<file path="src/rtl/uart_pkg.sv">
// Shared UART definitions used by both the transmit and receive paths.
package uart_pkg;

  typedef enum logic [2:0] {
    IDLE   = 3'd0,
    START  = 3'd1,
    DATA   = 3'd2,
    PARITY = 3'd3,
    STOP   = 3'd4
  } tx_state_e;

  localparam logic PAR_EVEN  = 1'b0;
  localparam logic PAR_ODD   = 1'b1;
  localparam logic LINE_IDLE = 1'b1;

endpackage

</file>
<file path="src/rtl/uart_tx_bit_timer.sv">
// Per-bit cycle timer: counts 0..P-1 and pulses bit_done on the terminal count.
module uart_tx_bit_timer
  import uart_pkg::*;
(
  input  logic       clk,
  input  logic       rst,
  input  logic [5:0] p,
  input  logic       clear,
  input  logic       enable,
  output logic       bit_done
);

  logic [5:0] cnt_r;
  logic [5:0] last_s;

  // Terminal count; a prescale of 0 behaves like 1.
  always_comb begin
    last_s = 6'd0;
    if (p == 6'd0) begin
      last_s = 6'd0;
    end else begin
      last_s = p - 6'd1;
    end
  end

  assign bit_done = enable && (cnt_r == last_s);

  // Cycle counter, restarted on state change or terminal count.
  always_ff @(posedge clk) begin
    if (rst) begin
      cnt_r <= 6'd0;
    end else if (clear || !enable || bit_done) begin
      cnt_r <= 6'd0;
    end else begin
      cnt_r <= cnt_r + 6'd1;
    end
  end

endmodule

</file>
<file path="src/rtl/uart_tx.sv">
// UART transmitter: start bit, LSB-first data, optional parity, one stop bit.
module uart_tx
  import uart_pkg::*;
#(
  parameter int DATA_WIDTH = 8
) (
  input  logic                  CLK,
  input  logic                  RST,
  input  logic [DATA_WIDTH-1:0] P_DATA,
  input  logic                  DATA_VALID,
  input  logic                  PAR_EN,
  input  logic                  PAR_TYP,
  input  logic [5:0]            Prescale,
  output logic                  TX_OUT,
  output logic                  Busy
);

  localparam int CNT_W = (DATA_WIDTH > 1) ? $clog2(DATA_WIDTH) : 1;
  localparam logic [CNT_W-1:0] LAST_BIT = CNT_W'(DATA_WIDTH - 1);

  function automatic logic parity_bit(input logic [DATA_WIDTH-1:0] d, input logic typ);
    if (typ == PAR_ODD) begin
      return ~^d;
    end else begin
      return ^d;
    end
  endfunction

  tx_state_e             state_r, state_nxt_s;
  logic [CNT_W-1:0]      bit_cnt_r, bit_cnt_nxt_s;
  logic [DATA_WIDTH-1:0] data_r;
  logic                  par_en_r;
  logic                  par_typ_r;
  logic [5:0]            p_r;
  logic                  tx_out_r, tx_nxt_s;
  logic                  busy_r, busy_nxt_s;
  logic                  bit_done_s;
  logic                  accept_s;
  logic                  state_change_s;

  assign accept_s       = (state_r == IDLE) && DATA_VALID;
  assign state_change_s = (state_nxt_s != state_r);

  uart_tx_bit_timer u_timer (
    .clk      (CLK),
    .rst      (RST),
    .p        (p_r),
    .clear    (state_change_s),
    .enable   (state_r != IDLE),
    .bit_done (bit_done_s)
  );

  // State and bit counter registers.
  always_ff @(posedge CLK) begin
    if (RST) begin
      state_r   <= IDLE;
      bit_cnt_r <= '0;
    end else begin
      state_r   <= state_nxt_s;
      bit_cnt_r <= bit_cnt_nxt_s;
    end
  end

  // Shadow copies of the request so mid-frame input changes are ignored.
  always_ff @(posedge CLK) begin
    if (RST) begin
      data_r    <= '0;
      par_en_r  <= 1'b0;
      par_typ_r <= 1'b0;
      p_r       <= 6'd0;
    end else if (accept_s) begin
      data_r    <= P_DATA;
      par_en_r  <= PAR_EN;
      par_typ_r <= PAR_TYP;
      p_r       <= Prescale;
    end else begin
      data_r    <= data_r;
      par_en_r  <= par_en_r;
      par_typ_r <= par_typ_r;
      p_r       <= p_r;
    end
  end

  // Next-state and next bit index.
  always_comb begin
    state_nxt_s   = state_r;
    bit_cnt_nxt_s = bit_cnt_r;
    case (state_r)
      IDLE: begin
        bit_cnt_nxt_s = '0;
        if (DATA_VALID) begin
          state_nxt_s = START;
        end else begin
          state_nxt_s = IDLE;
        end
      end
      START: begin
        if (bit_done_s) begin
          state_nxt_s   = DATA;
          bit_cnt_nxt_s = '0;
        end else begin
          state_nxt_s = START;
        end
      end
      DATA: begin
        if (bit_done_s && (bit_cnt_r == LAST_BIT)) begin
          state_nxt_s   = par_en_r ? PARITY : STOP;
          bit_cnt_nxt_s = '0;
        end else if (bit_done_s) begin
          bit_cnt_nxt_s = bit_cnt_r + CNT_W'(1);
        end else begin
          bit_cnt_nxt_s = bit_cnt_r;
        end
      end
      PARITY: begin
        if (bit_done_s) begin
          state_nxt_s = STOP;
        end else begin
          state_nxt_s = PARITY;
        end
      end
      STOP: begin
        if (bit_done_s) begin
          state_nxt_s = IDLE;
        end else begin
          state_nxt_s = STOP;
        end
      end
      default: begin
        state_nxt_s   = IDLE;
        bit_cnt_nxt_s = '0;
      end
    endcase
  end

  // Line level for the upcoming cycle, derived from the next state so outputs can be registered.
  always_comb begin
    tx_nxt_s   = LINE_IDLE;
    busy_nxt_s = 1'b1;
    case (state_nxt_s)
      IDLE: begin
        tx_nxt_s   = LINE_IDLE;
        busy_nxt_s = 1'b0;
      end
      START:   tx_nxt_s = 1'b0;
      DATA:    tx_nxt_s = data_r[bit_cnt_nxt_s];
      PARITY:  tx_nxt_s = parity_bit(data_r, par_typ_r);
      STOP:    tx_nxt_s = LINE_IDLE;
      default: begin
        tx_nxt_s   = LINE_IDLE;
        busy_nxt_s = 1'b0;
      end
    endcase
  end

  // Output registers.
  always_ff @(posedge CLK) begin
    if (RST) begin
      tx_out_r <= LINE_IDLE;
      busy_r   <= 1'b0;
    end else begin
      tx_out_r <= tx_nxt_s;
      busy_r   <= busy_nxt_s;
    end
  end

  assign TX_OUT = tx_out_r;
  assign Busy   = busy_r;

endmodule

</file>
<file path="config.mk">
export PLATFORM = sky130hd
export DESIGN_NAME = uart_tx
export DESIGN_NICKNAME = d
export VERILOG_FILES = /design/src/rtl/uart_pkg.sv /design/src/rtl/uart_tx_bit_timer.sv /design/src/rtl/uart_tx.sv
export SDC_FILE = /design/constraint.sdc
export NUM_CORES = 1
export LEC_CHECK = 0
export ABC_AREA = 1
export CAP_MARGIN = 20
export CORE_UTILIZATION = 59
export CTS_CLUSTER_DIAMETER = 30
export DETAILED_ROUTE_END_ITERATION = 6
export PLACE_DENSITY = 0.91
export SETUP_SLACK_MARGIN = 0.02
export SYNTH_ARGS = -nofsm -noshare
export SYNTH_HDL_FRONTEND = slang
export SYNTH_SLANG_ARGS = --single-unit
</file>
<file path="constraint.sdc">
create_clock -name CLK -period 6.63 [get_ports CLK]
set_input_delay 0.663 -clock CLK [delete_from_list [all_inputs] [get_ports CLK]]
set_output_delay 0.663 -clock CLK [all_outputs]
set_load 0.005 [all_outputs]
</file>
# Word level (Yosys, flattened, before mapping)

Cells that the tools add are included.

ROM bits: 0
Latch bits: 0
Memory bits (writable): 0
Logic and storage cells: 55
Input bits: 19
Register bits after elaboration: 30
Memories kept: 0

Shift-type cells: 0
Eq/ne operators: 11
Divide/modulo/power cells: 0
Add/sub/neg operators: 3
Mux-type cells: 17
Bitwise operators: 0
Multiply operators: 0
Magnitude comparators: 1
Reduce and logical (&&, ||, !) cells: 14

Operators by type and width:

| cell                                                       | number |
|---|---|
| 2-to-1 mux 3 bit                                           | 7 |
| one-hot mux 3 bit (5 select lines)                         | 1 |
| == test 3 x 2 -> 1 bit, second input constant              | 4 |
| == test 3 bit, second input constant                       | 3 |
| one-hot mux 3 bit (3 select lines)                         | 1 |
| XNOR reduction 8 bit                                       | 1 |
| XOR reduction 8 bit                                        | 1 |
| adder 6 x 1 -> 6 bit, second input constant                | 1 |
| == test 3 x 1 -> 1 bit, second input constant              | 2 |
| == test 6 bit                                              | 1 |
| logical NOT 6 bit                                          | 1 |
| 2-to-1 mux 6 bit                                           | 1 |
| subtractor 6 x 1 -> 6 bit, second input constant           | 1 |
| less-than comparator 3 x 4 -> 1 bit, second input constant | 1 |
| 2-to-1 mux 1 bit                                           | 4 |
| OR reduction 2 bit                                         | 2 |
| OR reduction 4 bit                                         | 1 |
| adder 3 x 1 -> 3 bit, second input constant                | 1 |
| binary-select mux 1 bit (select 3 bit)                     | 1 |
| logical AND 1 bit                                          | 3 |
| logical NOT 3 bit                                          | 1 |
| != test 3 bit                                              | 1 |
| one-hot mux 1 bit (3 select lines)                         | 1 |
| nonzero test 3 bit                                         | 1 |
| 3 further kinds                                            | 4 |

# Depth between registers and ports, before layout

Gate-level depths: netlist of the first run.

Word-level depth: 11
Gate-level depth with buffers: 24
Depth with buffers taken out: 23

# Hierarchy

Synthesis of the first run repeated with hierarchy kept, for this count alone.

Cell total of the unflattened synthesis: 272
Area, all modules: 1,835.5 µm²

By module, submodules not included:

| module            | area an instance (µm²) | cells each | times used | seq. area each (µm²) |
|---|---|---|---|---|
| uart_tx           | 1,325.0                | 185        | 1          | 480.5 |
| uart_tx_bit_timer | 510.5                  | 87         | 1          | 120.1 |

# Worst setup path after synthesis of the first run

No wires, ideal clock.

Kind: flip-flop to flip-flop
Start point: register p_r[0]
End point: register tx_out_r (netlist: TX_OUT)
Path slack: 4.113 ns
Data arrival time: 2.402 ns
Setup time: 0.115 ns
Buffers on the path: 1
Stages on the path, launching flop included: 24
Cells stage by stage: dfxtp_1 > inv_2 > ha_1 > inv_1 > nor2_2 > nand3_1 > nand3_1 > nand2_1 > inv_1 > nand2_2 > nor2_4 > nand2_2 > buf_6 > ha_1 > nor4_1 > nand2_2 > nand2_2 > nand2_1 > nand2_1 > inv_1 > nand2_1 > nand3_1 > nand3_1 > nand2_1

Longest elaborated chain between the ends: 10

Ends and longest elaborated chain:

| item                                                           | RTL line                                         | text |
|---|---|---|
| start, declared                                                | uart_tx.sv:34                                    | `logic [5:0] p_r;` |
| start signal, assigned                                         | uart_tx.sv:75                                    | `p_r <= Prescale;` |
| start signal, assigned                                         | uart_tx.sv:80                                    | `p_r <= p_r;` |
| subtractor 6 x 1 -> 6 bit or logical NOT 6 bit (tied branches) | uart_tx_bit_timer.sv:22, uart_tx_bit_timer.sv:19 |  |
| 2-to-1 mux 6 bit *                                             | uart_tx_bit_timer.sv:19                          | `if (p == 6'd0) begin` |
| == test 6 bit *                                                | uart_tx_bit_timer.sv:26                          | `assign bit_done = enable && (cnt_r == last_s);` |
| logical AND 1 bit *                                            | uart_tx_bit_timer.sv:26                          |  |
| 2-to-1 mux 3 bit or logical AND 1 bit (tied branches)          | uart_tx.sv:109, uart_tx.sv:106                   |  |
| 2-to-1 mux 3 bit                                               | uart_tx.sv:106                                   | `if (bit_done_s && (bit_cnt_r == LAST_BIT)) begin` |
| one-hot mux 3 bit (3 select lines)                             | uart_tx.sv:88                                    | `case (state_r)` |
| binary-select mux 1 bit (select 3 bit)                         | uart_tx.sv:146                                   | `DATA: tx_nxt_s = data_r[bit_cnt_nxt_s];` |
| 2-to-1 mux 1 bit (implied by the code)                         | uart_tx.sv:146                                   |  |
| one-hot mux 1 bit (3 select lines) *                           | uart_tx.sv:140                                   | `case (state_nxt_s)` |
| end signal, assigned                                           | uart_tx.sv:162                                   | `tx_out_r <= tx_nxt_s;` |
| end, declared                                                  | uart_tx.sv:35                                    | `logic tx_out_r, tx_nxt_s;` |

Mark *: on every way between the ends. The rest lies on a longest branch, timed or not. The select of a mux whose other input is x is not followed.
A chain may end at the register's enable or synchronous reset.

# Worst setup path after layout of the first run

Same ends and word-level chain as after synthesis.

==> results of run 1 <==
## cells by family (layout without fill, tap and decap cells)
family,Yosys count,count (layout),synth area share
adders and majority gates,5,5,0.0359
AOI/OAI and AO/OA,36,36,0.107
and+or+nand+nor,134,134,0.357
xor gates and xnor gates,12,12,0.0603
DFF,30,30,0.345
buffers and inverters,42,62,0.0955
## routing by layer
| layer | global-route usage | share of wire |
|---|---|---|
| met5 | 0 | 0 |
| met3 | 0.0599 | 0.046 |
| met1 | 0.303 | 0.43 |
| met4 | 0.153 | 0.028 |
| met2 | 0.466 | 0.50 |
## final cells by class
type                            instances  area [sq um]
Sequential cell                        30           601
Timing Repair Buffer                   20           200
Tap cell                               31          38.8
Fill cell                             231           779
Inverter                               36           135
Clock buffer                            6          51.3
Multi-Input combinational cell        187           976
## per-stage QoR
stage               instance area [sq um]  hold slack [ns]  std cells
floorplan                            1740            0.430        259
global placement                     1950            0.445        304
detailed placement                   1950            0.468        304
CTS                                  2000            0.477        310
global route                         2000            0.494        310
finish                               2000            0.478        310
## placed cells by master (no fill, tap or decap), drive strengths merged
cell type      instances
nand2                 69
inv                   36
nand3                 32
dfxtp                 30
nor2                  28
a21oi                 23
clkdlybuf4s50         20
o21ai                 12
xnor2                  7
clkbuf                 6
xor2                   5
ha                     5
nor3                   2
nand4                  2
nor4                   1
a22oi                  1
## worst paths after layout
kind | endpoint | slack [ns] | cells past startpoint
setup / recovery | TX_OUT | 3.78 | 20
hold / removal | par_typ_r | 0.48 | 2
setup reg to reg | TX_OUT | 3.78 | 20
hold reg to reg | par_typ_r | 0.48 | 2
## registers in the layout, indices dropped and copies added, names as in the netlist
register	count
state_r	3
par_en_r	1
bit_cnt_r	3
Busy	1
u_timer.cnt_r	6
par_typ_r	1
TX_OUT	1
data_r	8
p_r	6
## worst min-delay path, stage by stage, from the launching register on
cell,delay [ns]
dfxtp_1,0.32
nand2_1,0.06
a21oi_1,0.05
## power by group through the flow
stage | Sequential (mW) | Clock (mW) | Combinational (mW)
CTS | 0.203 | 0.110 | 0.120
floorplan | 0.206 | 0 | 0.0908
finish | 0.204 | 0.110 | 0.120
detailed placement | 0.208 | 0 | 0.119
global route | 0.205 | 0.113 | 0.137
global placement | 0.207 | 0 | 0.116
==> flow_summary.toml, run 1 <==
[status]
status = "completed"

[timing]
fin_skew_ns = 0.00950
period_share = 0.430
maxSlewHeadroom = 0.541
layout_setup_ws_ns = 3.78
fin_crit_ns = 2.85
tightest_slew_ns = 0.686
grt_setup_unrepaired = "no"
fmax_mhz = 351
setup_viol = 0
slew_violations = 0
tns_ns = 0
hold_violations = 0

[synth]
synth.most_common_cell = "nand2_1"
yosys.area.top_type = "dfxtp_1"
synth.distinct_cells = 27
synth_edf_count = 0
yosysWarnings = 0
syn_area_sq_um = 1740
syn-num-nets = 283
synth_flop_cell = "dfxtp_1"
synth_area_leaders = "dfxtp_1 (34%), nand2_1 (13%), nand3_1 (8.6%)"
synth_top_cell_area_share = 0.345
ys_seq_area_frac = 0.345
synth_common_cells = "nand2_1 (61), dfxtp_1 (30), inv_1 (30), nand3_1 (30), a21oi_1 (22)"
ys_ff_latch = 30
avgSynthCellArea_sq_um = 6.73
syn_inst = 259
async_flop_share = 0

[floorplanning]
rows = 19
fp.dieW_microns = 56.4
die_height_microns = 56.4
design.core.area_sq_um = 2780
start_util = 0.627
ios = 21
die_area_sq_um = 3180

[power]
p_leak_nw = 0.913
pwr-share-comb = 0.277
power_uw = 434
seqPwrFrac = 0.469
p_int_uw = 291
p_sw_frac = 0.330
powerDensity_nw_per_um2 = 217
peakVddDrop_v = 0.000176
clockPowerShare = 0.254
p_sw_uw = 143

[clock_network]
cts_buffer_depth = 2
cts-root-buf = "clkbuf_4"
cts_max_level = 2
cts_hold_buf = 0
cts_resized = 0
clk_pin_slew_ns = 0.09
cts_sinks = 30
clk_latency_ns = 0.35
post-cts-setup-buffers = 0
numCtsBuffers = 5
cts_tree = "done"

[routing]
drtIter0Drc = 76
routedWlPerCell_microns = 12.1
postRouteAntennaNets = 0
vias = 1670
dr.pass1.iters = 4
drt-total-wl_microns = 3750
avgViaCountPerCell = 5.39
drc = 0

[global_route]
overflow = 0
grt_pass1_wl_microns = 6530
grt_pass1_vias = 1594
grt_max_degree = 27
grt_usage = 0.269
antenna_found_initial = 0

[layout]
drive_above_1_share = 0.111
fin_util = 0.720
antennaDiodeCount = 0
nNetsFinal = 304
syn_to_final_growth_pct = 14.9

[placed_design]
pre_cts_ws_ns = 3.84
dp_hpwl_microns = 2820
gp_congestion = 0.884
portBuffers = 20

[critical_path]
crit_chain = "inv_2 > ha_1 > inv_1 > nor2_2 > nand3_1 > nand3_1 > nand2_1 > inv_1 > nand2_2 > nor2_4 > nand2_2 > ha_1 > a22oi_1 > nand2_2 > nand2_1 > nand2_1 > nand2_1 > nand3_1 > nand3_1 > nand2_1"
crit_buf_inv = 3
r2r-start = "p_r[0]"
crit_family = "simple AND/OR/NAND/NOR gates"
critPathRequiredTime_ns = 6.88
crit_path_start = "p_r[0]"
cpPeakStageDelay_ns = 0.48
endpoint_kind = "flop"
slowest_stage = "a22oi_1"
worstPathArrival_ns = 3.10
crit_top_cell = "nand2_1"
critPathKind = "flop to flop"
critPathMaxFanout = 12
startpoint_type = "flop"

[worst_hold_path]
worstHoldPathType = "flop to flop"
min_from = "par_typ_r"

[job]
cap_violations = 0
No activity file was read; power rests on OpenSTA's default activity.
==> run 2: changes to the inputs <==
CORE_UTILIZATION = 55   (was 59)
PLACE_DENSITY = 0.86   (was 0.91)
clock period = 2.82 ns   (was 6.63 ns; I/O delays follow)
==> flow_summary.toml, run 2 (synthesis gave the netlist of run 1 again) <==
[status]
status = "completed"

[clock_network]
numCtsBuffers = 5
post-cts-setup-buffers = 0
cts_max_level = 2
cts_resized = 0
cts_hold_buf = 0
cts_tree = "done"
clk_latency_ns = 0.33
cts_buffer_depth = 2
cts-root-buf = "clkbuf_4"
cts_sinks = 30
clk_pin_slew_ns = 0.10

[layout]
drive_above_1_share = 0.134
fin_util = 0.681
final_common_cell = "nand2_1"
instances_no_fill = 328
top_regs = "data_r: 8 flops, p_r: 6 flops, u_timer.cnt_r: 6 flops"
final_cell_mix = "nand2_1 (61), dfxtp_1 (30), inv_1 (30), nand3_1 (30), a21oi_1 (22)"
nNetsFinal = 307
fillCellCount = 253
largest_reg_flops = 8
final_area_sq_um = 2060
syn_to_final_growth_pct = 18.4
antennaDiodeCount = 0
largest-register = "data_r"

[critical_path]
critPathKind = "flop to flop"
slowest_stage = "dfxtp_1"
r2r_slack_ns = 0.31
r2r-start = "p_r[0]"
crit_chain = "inv_2 > ha_2 > inv_1 > nor2_2 > nand3_1 > nand3_1 > nand2_1 > inv_1 > nand2_2 > nor2_4 > nand2_2 > ha_1 > nor4_2 > nand2_2 > nand2_2 > nand2_1 > nand2_1 > inv_1 > nand2_1 > nand3_1 > nand3_1 > nand2_1"
critPathRequiredTime_ns = 3.06
crit_path_start = "p_r[0]"
worstPathArrival_ns = 2.75
startpoint_type = "flop"
crit_buf_inv = 4
endpoint_kind = "flop"
ff2ff_path_depth = 22
crit_family = "simple AND/OR/NAND/NOR gates"
critPathMaxFanout = 6
crit_top_cell = "nand2_1"
r2r_end = "TX_OUT"
cpPeakStageDelay_ns = 0.31

[floorplanning]
design.core.area_sq_um = 3030
ios = 21
die_area_sq_um = 3400
start_util = 0.576
die_height_microns = 58.3
rows = 20
fp.dieW_microns = 58.3

[global_route]
overflow = 0
antenna_found_initial = 0
grt_pass1_wl_microns = 6530
grt_pass1_vias = 1564
grt_usage = 0.249
grt_max_degree = 26

[routing]
drc = 0
drt-total-wl_microns = 3710
drtIter0Drc = 54
dr.pass1.iters = 4
postRouteAntennaNets = 0
vias = 1641
routedWlPerCell_microns = 11.3
avgViaCountPerCell = 5.00

[power]
p_leak_nw = 0.931
seqPwrFrac = 0.461
p_sw_frac = 0.329
p_int_uw = 698
powerDensity_nw_per_um2 = 504
p_sw_uw = 342
peakVddDrop_v = 0.000314
pwr-share-comb = 0.279
clockPowerShare = 0.260

[placed_design]
gp_congestion = 0.837
dp.cells = 320
place_area_sq_um = 1990
portBuffers = 20
dp_hpwl_microns = 2870

[worst_hold_path]
hold_depth = 1
worstHoldEndpoint = "u_timer.cnt_r[0]"
worstHoldPathType = "flop to flop"
min_from = "u_timer.cnt_r[0]"

[timing]
fin_worst_hold_slack_ns = 0.484
fmax_mhz = 398
maxSlewHeadroom = 0.751
setup_viol = 0
period_share = 0.891
tns_ns = 0
hold_violations = 0
tightest_slew_ns = 0.371
fin_crit_ns = 2.51
slew_violations = 0
fin_skew_ns = 0.00897
grt_setup_unrepaired = "no"

[job]
cap_violations = 0
==> run 2: how the worst max path moves through the flow <==
stage,end,slack (ns),cells past startpoint
CTS,TX_OUT,0.21,20
global route,TX_OUT,0.06,22
floorplan,TX_OUT,0.30,23
global placement,TX_OUT,0.34,22
finish,TX_OUT,0.31,22
detailed placement,TX_OUT,0.22,20
==> run 2: area by class of cell <==
cell class / count / area [sq um] / area share
clock inverter: 1 / 5.00 / 0.00243
inverter: 36 / 135 / 0.0655
multi-input combinational: 187 / 990 / 0.480
sequential: 30 / 601 / 0.291
tap: 44 / 55.1 / 0.0267
timing repair buffer: 23 / 223 / 0.108
clock buffer: 7 / 55.1 / 0.0267
==> run 2: worst reg2reg max path, delay by kind of cell, from the launching register on <==
| kind | cells | cell delay, ns |
|---|---|---|
| fa+ha+maj | 2 | 0.50 |
| buf+inv | 4 | 0.26 |
| flops | 1 | 0.31 |
| simple gates | 16 | 1.32 |
==> run 2: per-layer routing <==
metal | part of all wire | track usage | up-vias
met5 | 0 | 0 | -
met4 | 0.018 | 0.0816 | 0
met3 | 0.054 | 0.0593 | 8
met2 | 0.50 | 0.424 | 48
met1 | 0.43 | 0.311 | 712
li1 | - | - | 873
==> run 2: metrics by stage <==
step                      power [mW]  setup slack, ns
final                           1.04            0.308
after global routing            1.10           0.0577
after CTS                       1.04            0.213
after detailed placement       0.776            0.216
after global placement         0.765            0.345
after floorplan                0.697            0.303
==> run 2: power groups by stage <==
| stage | combinational, mW | sequential (mW) | clock (mW) |
|---|---|---|---|
| after floorplan | 0.213 | 0.483 | 0 |
| after global placement | 0.279 | 0.486 | 0 |
| after detailed placement | 0.288 | 0.488 | 0 |
| after CTS | 0.289 | 0.479 | 0.275 |
| after global routing | 0.331 | 0.483 | 0.288 |
| final | 0.291 | 0.479 | 0.270 |
